===== src/rtl/fetch_stage.sv =====
// Instruction fetch stage: PC, IF/ID register, and a four-state memory request FSM.
// Define FETCH_PERF_CNT_EN to add the fetch_count/flush_count performance counters.
module fetch_stage (
  input  logic        clk,
  input  logic        rst,
  input  logic        pcSrc,
  input  logic        jORb,
  input  logic        pcWrite,
  input  logic        ifidWrite,
  input  logic        ifidFlush,
  output logic        imem_req,
  output logic [31:0] imem_addr,
  input  logic        imem_ready,
  input  logic [31:0] imem_rdata,
  output logic [31:0] INS,
  output logic [31:0] ID_pc4
`ifdef FETCH_PERF_CNT_EN
  ,
  output logic [31:0] fetch_count,
  output logic [31:0] flush_count
`endif
);

  typedef enum logic [1:0] {ST_IDLE, ST_REQ, ST_HOLD, ST_DROP} state_t;

  state_t      state_q, state_d;
  logic [31:0] pc_q, pc_d;
  logic [31:0] imem_addr_q, imem_addr_d;
  logic        imem_req_q, imem_req_d;
  logic [31:0] ins_q, ins_d;
  logic [31:0] id_pc4_q, id_pc4_d;
  logic [31:0] hold_q, hold_d;
  logic [31:0] pc_plus4;
  logic [31:0] jump_target;
  logic [31:0] branch_target;
  logic [31:0] target;

  // Redirect targets are computed from the instruction currently sitting in IF/ID.
  always_comb begin
    pc_plus4      = pc_q + 32'd4;
    jump_target   = {id_pc4_q[31:28], ins_q[25:0], 2'b00};
    branch_target = id_pc4_q + {{14{ins_q[15]}}, ins_q[15:0], 2'b00};
    target        = jORb ? branch_target : jump_target;
  end

  always_comb begin
    state_d  = state_q;
    pc_d     = pc_q;
    ins_d    = ins_q;
    id_pc4_d = id_pc4_q;
    hold_d   = hold_q;
    case (state_q)
      ST_IDLE: state_d = ST_REQ;
      ST_REQ: begin
        if (pcSrc) begin
          pc_d = target;
          if (imem_ready) begin
            ins_d = 32'h0;
          end else begin
            state_d = ST_DROP;
          end
        end else if (imem_ready) begin
          if (pcWrite && ifidWrite) begin
            ins_d    = imem_rdata;
            id_pc4_d = pc_plus4;
            pc_d     = pc_plus4;
          end else begin
            hold_d  = imem_rdata;
            state_d = ST_HOLD;
          end
        end
      end
      ST_HOLD: begin
        if (pcSrc) begin
          pc_d    = target;
          ins_d   = 32'h0;
          state_d = ST_REQ;
        end else if (pcWrite && ifidWrite) begin
          ins_d    = hold_q;
          id_pc4_d = pc_plus4;
          pc_d     = pc_plus4;
          state_d  = ST_REQ;
        end
      end
      ST_DROP: begin
        // The in-flight word belongs to the old path; only the PC may move here.
        if (pcSrc) pc_d = target;
        if (imem_ready) state_d = ST_REQ;
      end
      default: state_d = ST_IDLE;
    endcase
    if (ifidFlush) begin
      ins_d    = 32'h0;
      id_pc4_d = id_pc4_q;
    end
    imem_req_d  = (state_d == ST_REQ) || (state_d == ST_DROP);
    imem_addr_d = (state_d == ST_REQ) ? pc_d : imem_addr_q;
  end

  always_ff @(posedge clk or posedge rst) begin
    if (rst) begin
      state_q     <= ST_IDLE;
      pc_q        <= 32'h0;
      imem_addr_q <= 32'h0;
      imem_req_q  <= 1'b0;
      ins_q       <= 32'h0;
      id_pc4_q    <= 32'h0;
      hold_q      <= 32'h0;
    end else begin
      state_q     <= state_d;
      pc_q        <= pc_d;
      imem_addr_q <= imem_addr_d;
      imem_req_q  <= imem_req_d;
      ins_q       <= ins_d;
      id_pc4_q    <= id_pc4_d;
      hold_q      <= hold_d;
    end
  end

  assign imem_req  = imem_req_q;
  assign imem_addr = imem_addr_q;
  assign INS       = ins_q;
  assign ID_pc4    = id_pc4_q;

`ifdef FETCH_PERF_CNT_EN
  logic        data_avail;
  logic        fetch_inc;
  logic        flush_inc;
  logic [31:0] fetch_count_q, fetch_count_d;
  logic [31:0] flush_count_q, flush_count_d;

  // A word is available from memory in REQ or from the hold buffer in HOLD.
  always_comb begin
    data_avail    = ((state_q == ST_REQ) && imem_ready) || (state_q == ST_HOLD);
    fetch_inc     = data_avail && !pcSrc && !ifidFlush && pcWrite && ifidWrite;
    flush_inc     = ifidFlush || (data_avail && pcSrc);
    fetch_count_d = fetch_count_q + {31'h0, fetch_inc};
    flush_count_d = flush_count_q + {31'h0, flush_inc};
  end

  always_ff @(posedge clk or posedge rst) begin
    if (rst) begin
      fetch_count_q <= 32'h0;
      flush_count_q <= 32'h0;
    end else begin
      fetch_count_q <= fetch_count_d;
      flush_count_q <= flush_count_d;
    end
  end

  assign fetch_count = fetch_count_q;
  assign flush_count = flush_count_q;
`endif

endmodule


===== config.mk =====
export PLATFORM = sky130hd
export DESIGN_NAME = fetch_stage
export DESIGN_NICKNAME = d
export VERILOG_FILES = /design/src/rtl/fetch_stage.sv
export SDC_FILE = /design/constraint.sdc
export NUM_CORES = 1
export LEC_CHECK = 0
export ABC_CLOCK_PERIOD_IN_PS = 6300
export CAP_MARGIN = 5
export CORE_MARGIN = 3
export CORE_UTILIZATION = 56
export CTS_CLUSTER_SIZE = 20
export DETAILED_ROUTE_END_ITERATION = 7
export PLACE_DENSITY = 0.81
export SLEW_MARGIN = 25
export SYNTH_ARGS = -nofsm -noshare
export SYNTH_HDL_FRONTEND = slang
export SYNTH_SLANG_ARGS = --single-unit

===== constraint.sdc =====
create_clock -name clk -period 6.3 [get_ports clk]
set_clock_uncertainty 0.2 [all_clocks]
set_input_delay 1.26 -clock clk [delete_from_list [all_inputs] [get_ports clk]]
set_output_delay 1.26 -clock clk [all_outputs]
set_load 0.01 [all_outputs]

# ---- Word-level counts from Yosys, hierarchy flattened
# Cells that the tools add are included.
dict set report totals {
  ff_bits 163
  latch_bits 0
  ramBits 0
  rom_bits 0
  input_bits 40
  output_inout_bits 97
  elab_cells 59
  mem_count 0
}
dict set report op_classes {
  n_addsub 2
  mul 0
  div 0
  order_cmp 0
  eq_ne 11
  n_shift 0
  mux 28
  bitwise 3
  n_reduce_logical 8
}
# operator count
set op_table {}
lappend op_table {{$mux 32} 17}
lappend op_table {{$pmux 32 s2} 2}
lappend op_table {{$pmux 32 s3} 1}
lappend op_table {{$add 32x3->32 const B} 1}
lappend op_table {{$add 32x32->32} 1}
lappend op_table {{$mux 2} 7}
lappend op_table {{$ne 4x4->1 const B} 2}
lappend op_table {{$pmux 2 s4} 1}
lappend op_table {{$reduce_and 4->1} 2}
lappend op_table {{$eq 2x2->1 const B} 3}
lappend op_table {{$ne 2x2->1 const B} 3}
lappend op_table {{$reduce_and 5->1} 1}
lappend op_table {{$eq 2x1->1 const B} 2}
lappend op_table {{$ne 3x3->1 const B} 1}
lappend op_table {{$not 1->1} 3}
lappend op_table {{$reduce_bool 3->1} 1}
lappend op_table {{$logic_not 2->1} 1}
lappend op_table {{$reduce_bool 2->1} 1}
lappend op_table {{$logic_and 1x1->1} 1}
lappend op_table {{$logic_or 1x1->1} 1}

# ---- Depth between registers and ports, before layout
dict set report depth {
  word_depth 7
  mapped_depth 12
  depth_no_buf 10
}

# ---- Worst setup path before layout
# Ideal clock, no wire load.
dict set report synth_path {
  path_type {input-to-reg}
  from {in pcSrc}
  to {reg imem_addr_q[10] (netlist: imem_addr[10])}
  setup_ps 125
  arrival_time_ps 3081
  required_time_ps 5975
  setup_slack_ps 2895
  cell_stages 8
  path_buffers 4
  cell_sequence {clkbuf_1 > clkbuf_1 > a21oi_1 > o211ai_1 > nor2b_1 > clkbuf_8 > clkbuf_1 > mux2_2}
}
dict set report synth_via {
  elab_chain_cells 3
  elab_cells_between_ends 8
  cone_classes {eq/ne (1); mux (7)}
}
# element line
set synth_lines {}
lappend synth_lines {{from (decl)} 6} ;# input logic pcSrc,
lappend synth_lines {{$mux 2, on equally long branches} {74, 55}}
lappend synth_lines {{$pmux 2 s4 (*)} 52} ;# case (state_q)
lappend synth_lines {{net state_d[0]} 26} ;# state_t state_q, state_d;
lappend synth_lines {{$eq 2x1->1 (*)} 97} ;# imem_addr_d = (state_d == ST_REQ) ? pc_d : imem_addr_q;
lappend synth_lines {{to (signal assigned)} 112} ;# imem_addr_q <= imem_addr_d;
lappend synth_lines {{to (decl)} 28} ;# logic [31:0] imem_addr_q, imem_addr_d;
# The timed path passes the listed nets; every way through them passes the cells marked *.
# A chain may end at the register's enable or synchronous reset.

# ---- Worst setup path after layout
dict set report layout_path {
  from {in pcSrc}
  to {reg imem_addr_q[30] (netlist: imem_addr[30])}
}
dict set report layout_via {
  elab_cells_between_ends 8
  cone_classes {eq/ne (1); mux (7)}
}
# element line
set layout_lines {}
lappend layout_lines {{$mux 32, on equally long branches} {87, 55, 74}}
lappend layout_lines {{$pmux 32 s3 (*)} 52}
lappend layout_lines {{net pc_d[30]} 27} ;# logic [31:0] pc_q, pc_d;
# Marked as above.

==> reports/results.ini <==
[logic_synthesis]
synth_area_leaders=dfrtp_1 40%, mux2_2 6.7%, nand2_1 5.2%
yosysWarningCount=0
synth-edff-count=0
synth_top_area_share_pct=39.8
yosysSeqAreaShare_pct=39.8
async_reset_ff_share_pct=100
synth.distinct_cells=82
ys.flop_type=dfrtp_1
synth_area_leader_cell=dfrtp_1
synth_seq_cells=163
syn_nets=1188
syn_area_um2=10200
synth_cells=1113
synth_area_per_cell_um2=9.20

[critical_path]
crit_path_end_kind=register
path_max_fanout=20
worstPathRequired_ps=6420
r2r-end=imem_addr[24]
cp-start-kind=input pin
r2r_cells=10
r2r_setup_slack_ps=2230
critPathKind=in2reg
crit_arrival_ps=4260
reg2reg_from=INS[0]

[clock_network]
clk_transition_reported_paths_ps=70
clockRootBuffer=clkbuf_16
clockBufferDepth=2
cts_tree=built
clk_latency_ps=440
numCtsBuffers=17
clock-sinks=163
postCtsSetupBuffers=0
cts_hold_buf=0
htree_levels=4
postCtsResizedCells=0

[detailed_routing]
drt-total-wl_um=31100
wl_per_cell_um=21.5
via_count=9403
drt-vias-per-instance=6.49
drt-initial-drc-count=1105
drtPass1Iterations=5
final_antenna_net_count=0
drcViolationCount=0

[layout]
final_cell_mix=163 x dfrtp_1, 140 x nand2_1, 136 x clkdlybuf4s50_1
diodes=0
postLayoutCoreUtil_pct=69.9
layout_commonest_cell=dfrtp_1
nets=1286
drive_gt1_share_pct=11.4
area_delta_synth_final_pct=20.1
stdcell_count=1449

[flow_run]
cap_violations=0

[min_path]
whs_endpoint=INS[27]
min_from=INS[27]
whs_path_depth=2
hold_path_class=reg2reg

[sta]
hold_viol_final=0
max_slew_margin_pct=46.2
finalMaxSlewViolations=0
rsz0062_at_grt=no
fin_setup_tns_ps=0
setup_viol=0
fmax_mhz=242
min_period_ps=4130
tightest_slew_ps=804
period_share_pct=65.6

[grt]
grt-ovfl-total=0
grt_max_degree=81
grt_usage_pct=31.5
antenna_found_initial=0
grt_pass1_vias=9070
grt_pass1_wl_um=49500

[floorplanning]
rows=48
start_util_pct=58.2
die_h_um=141
core_area_um2=17600
die_w_um=141
dieArea_um2=19900
io_pins=137

[power]
total_leakage_power_nw=5.16
p_total_w=0.00550
peakVddDrop_mv=0.275
power_density_nw_per_um2=447

[status]
status=finished clean

[placement]
placedCellCount=1417
placement.io_buffers=136
gp_congestion=0.953
dp_hpwl_um=22500

-- kinds of logic after synthesis --
| logic type | after synthesis | synth area share, % |
|---|---|---|
| AOI/OAI and AO/OA | 326 | 20.6 |
| xor gates and xnor gates | 47 | 4.02 |
| muxes | 108 | 11.4 |
| DFF | 163 | 39.8 |
| and+or+nand+nor | 341 | 15.7 |
| buffers and inverters | 93 | 4.06 |
| adders and majority gates | 35 | 4.35 |
-- worst max path at each step --
| stage | from | to | slack [ps] | depth (start not counted) |
|---|---|---|---|---|
| 2_1_floorplan | rst | ID_pc4[0] | 440 | 1 |
| 3_3_place_gp | pcSrc | imem_addr[30] | 1900 | 9 |
| 3_5_place_dp | pcSrc | imem_addr[10] | 1880 | 7 |
| 4_1_cts | INS[0] | imem_addr[24] | 2290 | 10 |
| 5_1_grt | pcSrc | imem_addr[30] | 2050 | 9 |
| 6_report | pcSrc | imem_addr[30] | 2170 | 9 |
-- registers in the layout, indices dropped and copies added (netlist names) --
register,count
state_q,2
imem_req,1
hold_q,32
ID_pc4,32
INS,32
pc_q,32
imem_addr,32
-- synthesized netlist by cell type, drive strengths merged, types with 7 or more instances --
cell type  number
a21o           14
a21oi          75
a22oi           7
a31oi          16
and3           14
buf            15
clkbuf         60
dfrtp         163
ha             34
inv            17
mux2           63
mux2i          45
nand2         142
nand2b         11
nand3          32
nand4          12
nor2           69
nor2b           8
nor3           22
o211ai         10
o21ai          82
o21bai         12
o31ai          47
or3            10
xnor2          23
xor2           24
-- through the flow --
step	cell area, um2	hold WS (ps)	setup slack, ps
final	12300	300	2170
after CTS	12300	298	2290
after detailed placement	11700	271	1880
after floorplan	10200	280	435
after global routing	12300	322	2050
after global placement	11700	274	1900
-- layer usage --
metal / up-vias / share of wire, % / track usage [%] / wire [um]
li1: 4287 / - / - / -
met1: 4577 / 42 / 44.8 / 13100
met2: 478 / 45 / 48.9 / 14200
met3: 61 / 10 / 7.12 / 3220
met4: 0 / 2.0 / 8.57 / 608
met5: - / 0 / 0 / 0
-- final cells by class --
type	count	area, um2
inverter	18	72.6
clock buffer	18	439
clock inverter	14	161
timing repair buffer	154	1500
tap	225	282
sequential	163	4080
fill	1369	5300
multi-input combinational	857	5770
-- critical path: stages --
cell and delay (ps):
clkdlybuf4s50_1 820, buf_4 410, nor3_1 270, o21bai_1 280
a221o_1 390, a221oi_1 330, a311o_1 190, nor3_2 50
mux2_4 250
-- power by group --
| part | internal [W] | switching [W] | total (W) |
|---|---|---|---|
| registers | 0.00141 | 0.000381 | 0.00179 |
| logic | 0.00115 | 0.00146 | 0.00261 |
| clock network | 0.000607 | 0.000481 | 0.00109 |
Note: power is estimated with default switching activity, not from simulation.
==> RTL change 1: new RTL, same settings <==
Encoding of `state_t`: now one-hot (4 bits for 4 states).
--- a/src/rtl/fetch_stage.sv
+++ b/src/rtl/fetch_stage.sv
@@ -23,3 +23,3 @@
 
-  typedef enum logic [1:0] {ST_IDLE, ST_REQ, ST_HOLD, ST_DROP} state_t;
+  typedef enum logic [3:0] {ST_IDLE = 4'b0001, ST_REQ = 4'b0010, ST_HOLD = 4'b0100, ST_DROP = 4'b1000} state_t;
 
Function: no difference found for any inputs over 4 cycles, from zero or initial values and one cycle with rst high; so few cycles prove little.
==> RTL change 1 against the original RTL <==
  * Total power shrank 5.7%
  * Final cell count grew 0.97%
  * Cell area shrank 0.77%
  * Synthesized area shrank 0.97%
  * Routed wire length shrank 2.2%
  * Sequential cell count grew 2
  * First-iteration DRC count shrank 9.4%
  * Sequential power grew 4%
  * Worst setup slack lost 0.25 ns
  * Non-clock buffer count shrank 2
  * Critical endpoint is now imem_addr[31]$_DFFE_PP0P_
  * Largest power group unchanged
  * Highest routed layer unchanged
==> RTL change 1: results (changes against the original RTL) <==
- Outcome: completed (unchanged)
- Post_cts resized: 0 (unchanged)
- Slowest cell on crit path: o32a_1 (was clkdlybuf4s50_1)
- Worst Path Arrival: 4.50 ns (was 4.26 ns)
- R2r setup slk: 2.43 ns (was 2.23 ns)
- Crit Reg-Reg Startpoint: INS[15]$_DFFE_PP0P_ (was INS[0]$_DFFE_PP0P_)
- Iteration-0 DRC Markers: 1001 (was 1105)
- CP Max Fanout: 30 (was 20)
- Synth Net Count: 1202 (was 1188)
- Worst slack, placed: 1.53 ns (was 1.88 ns)
- Drt first pass iters: 6 (was 5)
- Placed inst area: 0.0116 mm2 (was 0.0117 mm2)
- CP peak stage delay: 0.60 ns (was 0.82 ns)
- Filler instances: 1370 (was 1369)
- Hold_ws: 0.282 ns (was 0.300 ns)
- Critical R2R Capture: imem_addr[31]$_DFFE_PP0P_ (was imem_addr[24]$_DFFE_PP0N_)
- Post-synth top cells: dfrtp_1 (164), nand2_1 (126), nor2_1 (113) (was dfrtp_1 (163), nand2_1 (141), o21ai_0 (81))
- Total Routed Length: 30500 um (was 31100 um)
- Dominant cells by area after synthesis: dfrtp_1 (40%), mux2_2 (5.4%), a21oi_1 (4.9%) (was dfrtp_1 (40%), mux2_2 (6.7%), nand2_1 (5.2%))
- Fraction of the yosys area taken by sequential cells: 40.7% (was 39.8%)
- Synth cell types: 74 (was 82)
- Vias in the first global route: 9164 (was 9070)
- HP Start: INS[31]$_DFFE_PP0P_ (was INS[27]$_DFFE_PP0P_)
- Worst vdd ir: 226 uV (was 275 uV)
- Static Leak: 0.00546 uW (was 0.00516 uW)
- Post-DP HPWL: 21100 um (was 22500 um)
- RePlAce Congestion: 0.928 (was 0.953)
- Measured slew at the worst slew-check pin: 1.01 ns (was 0.804 ns)
- Initial antenna violation count: 0 (unchanged)
- Nets: 1296 (was 1286)
- Share of layout cells above drive strength 1: 9.05% (was 11.4%)
- DR vias: 9525 (was 9403)
-- RTL change 1: cell count changes after synthesis, moves of 10 or more --
cell      unedited run  this run
o21ai_0             81        51
o21bai_1            12         2
a21oi_1             74       100
nor2_1              69       113
nand2_1            141       126
mux2_2              61        49
-- RTL change 1: metal layers --
metal  global-route usage [%]  part of all wire (%)  vias up
met5                        0                     0        -
met4                     12.1                   3.2        0
met3                     7.20                    11       93
met2                     47.6                    45      565
met1                     42.6                    41     4540
li1                         -                     -     4327
-- RTL change 1: area by class of cell --
type,count,area (um2),share of cell area [%]
Inverter,24,95.1,0.779
Tap cell,225,282,2.31
Sequential cell,165,4130,33.8
Clock inverter,13,124,1.02
Clock buffer,19,433,3.55
Multi-Input combinational cell,865,5660,46.4
Timing Repair Buffer,152,1480,12.1
-- RTL change 1: kinds of logic after synthesis --
logic type               Yosys count  share of synthesized area, %
AO/OA/AOI/OAI                    326                          21.1
XOR/XNOR                          47                          4.06
adder cells (fa/ha/maj)           31                          3.90
buffers and inverters            101                          3.76
flip-flops                       165                          40.7
multiplexers                      93                          9.79
AND/OR/NAND/NOR                  368                          16.7
-- RTL change 1: metrics by stage --
| step | utilization (%) | cells |
|---|---|---|
| after floorplan | - | 1131 |
| after global placement | 66.4 | 1431 |
| after detailed placement | 66.4 | 1431 |
| after CTS | 69.6 | 1463 |
| after global routing | 69.6 | 1463 |
| final | 69.6 | 1463 |
-- RTL change 1: worst min-delay path, stage by stage (launching register included) --
cell	delay [ns]
dfrtp_1	0.35
nand2_1	0.05
o31ai_1	0.05
-- RTL change 1: how the worst max path moves through the flow --
stage / start / end / slack, ns / depth (start not counted)
global route: pcWrite / imem_addr[31]$_DFFE_PP0P_ / 1.64 / 11
floorplan: rst / ID_pc4[0]$_DFFE_PP0P_ / 0.38 / 1
global placement: pcWrite / imem_addr[31]$_DFFE_PP0P_ / 1.62 / 11
finish: pcWrite / imem_addr[31]$_DFFE_PP0P_ / 1.91 / 11
detailed placement: pcWrite / imem_addr[31]$_DFFE_PP0P_ / 1.53 / 11
CTS: pcWrite / imem_addr[31]$_DFFE_PP0P_ / 1.97 / 11
-- RTL change 1: power by group --
group,leakage (uW),total [uW],internal [uW],switching (uW)
clock,0.000270,1010,550,459
sequential,0.00209,1860,1450,405
combinational,0.00310,2310,1070,1240
==> RTL change 2: new RTL, same settings <==
Made on the original files. The option `FETCH_PERF_CNT_EN` is turned on by a define.
--- a/src/rtl/fetch_stage.sv
+++ b/src/rtl/fetch_stage.sv
@@ -2,2 +2,4 @@
 // Define FETCH_PERF_CNT_EN to add the fetch_count/flush_count performance counters.
+`define FETCH_PERF_CNT_EN
+
 module fetch_stage (
Check against the original RTL (old outputs only; new: fetch_count and flush_count): same outputs for any inputs over 4 cycles, from zero or initial values and one cycle with rst high; that may be too few to reach the edited logic, so the function may still have changed.
==> RTL change 2 against the original RTL <==
  * Combinational power shrank 7.7%
  * Utilization is essentially flat
  * Clock power increased by 24%
  * Critical endpoint is now fetch_count[28]$_DFF_PP0_
  * Worst setup slack got worse by 0.22 ns
  * Synthesized area increased by 27%
  * Routed wire length is 15% higher
  * Sequential cell count up 64
  * Synthesized cell count grew 23%
  * Total power up 9.3%
  * Cell area up 29%
  * Register-to-register slack improved by 0.03 ns
  * Largest cell class unchanged
==> RTL change 2: results (changes against the original RTL) <==
- Largest net degree at the start of global routing: 164 (was 81)
- RePlAce Congestion: 0.971 (was 0.953)
- Slowest cell on crit path: clkdlybuf4s50_1 (unchanged)
- Maximum clock insertion buffer count: 3 (was 2)
- WL met3: 2640 um (was 3220 um)
- First-pass GRT wire length: 57400 um (was 49500 um)
- Highest Signal Layer: met4 (unchanged)
- Nets: 1602 (was 1286)
- Post-CTS Setup Inserts: 0 (unchanged)
- Synth Net Count: 1443 (was 1188)
- Clk_lat worst skew: 0.54 ns (was 0.44 ns)
- Ys async rst share: 100% (unchanged)
- ANT cells: 0 (unchanged)
- Initial antenna violation count: 0 (unchanged)
- M2 GR Usage: 46.4% (was 48.9%)
- Post-synth top cells: dfrtp_1 (227), nand2_1 (183), nor2_1 (108) (was dfrtp_1 (163), nand2_1 (141), o21ai_0 (81))
- Worst slack, placed: 1.45 ns (was 1.88 ns)
- CTS root buffer: clkbuf_16 (unchanged)
- M1 GR Usage: 38.6% (was 44.8%)
- GRT Util Overall: 28.6% (was 31.5%)
- HP Start: flush_count[31]$_DFF_PP0_ (was INS[27]$_DFFE_PP0P_)
- Critical path startpoint: ifidWrite (was pcSrc)
- Crit Reg-Reg Startpoint: state_q[0]$_DFF_PP0_ (was INS[0]$_DFFE_PP0P_)
- Worst min path class: flip-flop to flip-flop (unchanged)
- Post-DP HPWL: 25700 um (was 22500 um)
- Port bufs: 200 (was 136)
- Fraction of the yosys area taken by sequential cells: 43.8% (was 39.8%)
- CP Max Fanout: 16 (was 20)
- EDFF count, synth: 0 (unchanged)
- CTS clock-pin slew for the worst setup and hold paths: 0.06 ns
- Outcome: completed (unchanged)
- Dominant cells by area after synthesis: dfrtp_1 (44%), nand2_1 (5.3%), xnor2_1 (5.2%) (was dfrtp_1 (40%), mux2_2 (6.7%), nand2_1 (5.2%))
- Measured slew at the worst slew-check pin: 0.976 ns (was 0.804 ns)
- Drt first pass iters: 6 (was 5)
- Total Routed Length: 35900 um (was 31100 um)
- Worst Path Arrival: 4.56 ns (was 4.26 ns)
- DR vias: 11000 (was 9403)
- Routed met1 length: 14700 um (was 13100 um)
- Yosys synthesis warning count: 0 (unchanged)
- Synth cell types: 81 (was 82)
- Htree depth: 1 (was 4)
- Post_cts resized: 0 (unchanged)
- Crit path max-delay family: simple AND/OR/NAND/NOR gates (was buffers and inverters)
- M3 GR Usage: 5.28% (was 7.12%)
- Worst vdd ir: 277 uV (was 275 uV)
- Num CTS Buffers: 25 (was 17)
- Share of layout cells above drive strength 1: 9.69% (was 11.4%)
- Filler instances: 1741 (was 1369)
- Routed wl met2: 17200 um (was 14200 um)
- Main synth FF type: dfrtp_1 (unchanged)
- CP peak stage delay: 0.47 ns (was 0.82 ns)
- Iteration-0 DRC Markers: 1003 (was 1105)
- Static Leak: 0.00678 uW (was 0.00516 uW)
==> RTL change 2: power by group <==
group | internal (uW) | switching (uW)
Clock | 757 | 594
Combinational | 1080 | 1320
Sequential | 1840 | 409
==> RTL change 2: cells by family after synthesis <==
logic type      Yosys count  share of synthesized area, %
mux                     102                          8.52
simple gates            464                          17.2
flops                   227                          43.8
fa+ha+maj                39                          3.82
buf+inv                 104                          3.20
compound gates          319                          16.1
xor+xnor                109                          7.36
==> RTL change 2: worst paths after layout <==
kind,endpoint,slack (ns),cells after the start
setup / recovery,fetch_count[28]$_DFF_PP0_,1.95,12
hold / removal,flush_count[31]$_DFF_PP0_,0.27,1
setup reg to reg,fetch_count[28]$_DFF_PP0_,2.26,14
hold reg to reg,flush_count[31]$_DFF_PP0_,0.27,1
max in group asynchronous,ID_pc4[22]$_DFFE_PP0P_,3.64,3
min in group asynchronous,hold_q[1]$_DFFE_PP0P_,0.98,2
==> RTL change 2: cell type report <==
| cell class | instances | area [um2] | share of cell area, % |
|---|---|---|---|
| flip-flops and latches | 227 | 5680 | 35.8 |
| well taps | 285 | 357 | 2.25 |
| inverters | 25 | 97.6 | 0.615 |
| clock inverters | 8 | 61.3 | 0.386 |
| clock buffers | 34 | 679 | 4.28 |
| multi-input cells | 1033 | 6890 | 43.5 |
| repair buffers | 211 | 2100 | 13.2 |
==> RTL change 2: through the flow <==
stage               instance area [um2]  instances  hold WS, ns  power (uW)  util (%)
floorplan                         13000       1364        0.280        3720         -
finish                            15900       1823        0.271        6000      69.9
global route                      15900       1823        0.305        6350      69.9
global placement                  15100       1781        0.263        4570      66.6
detailed placement                15100       1781        0.265        4640      66.6
CTS                               15900       1823        0.274        6000      69.9
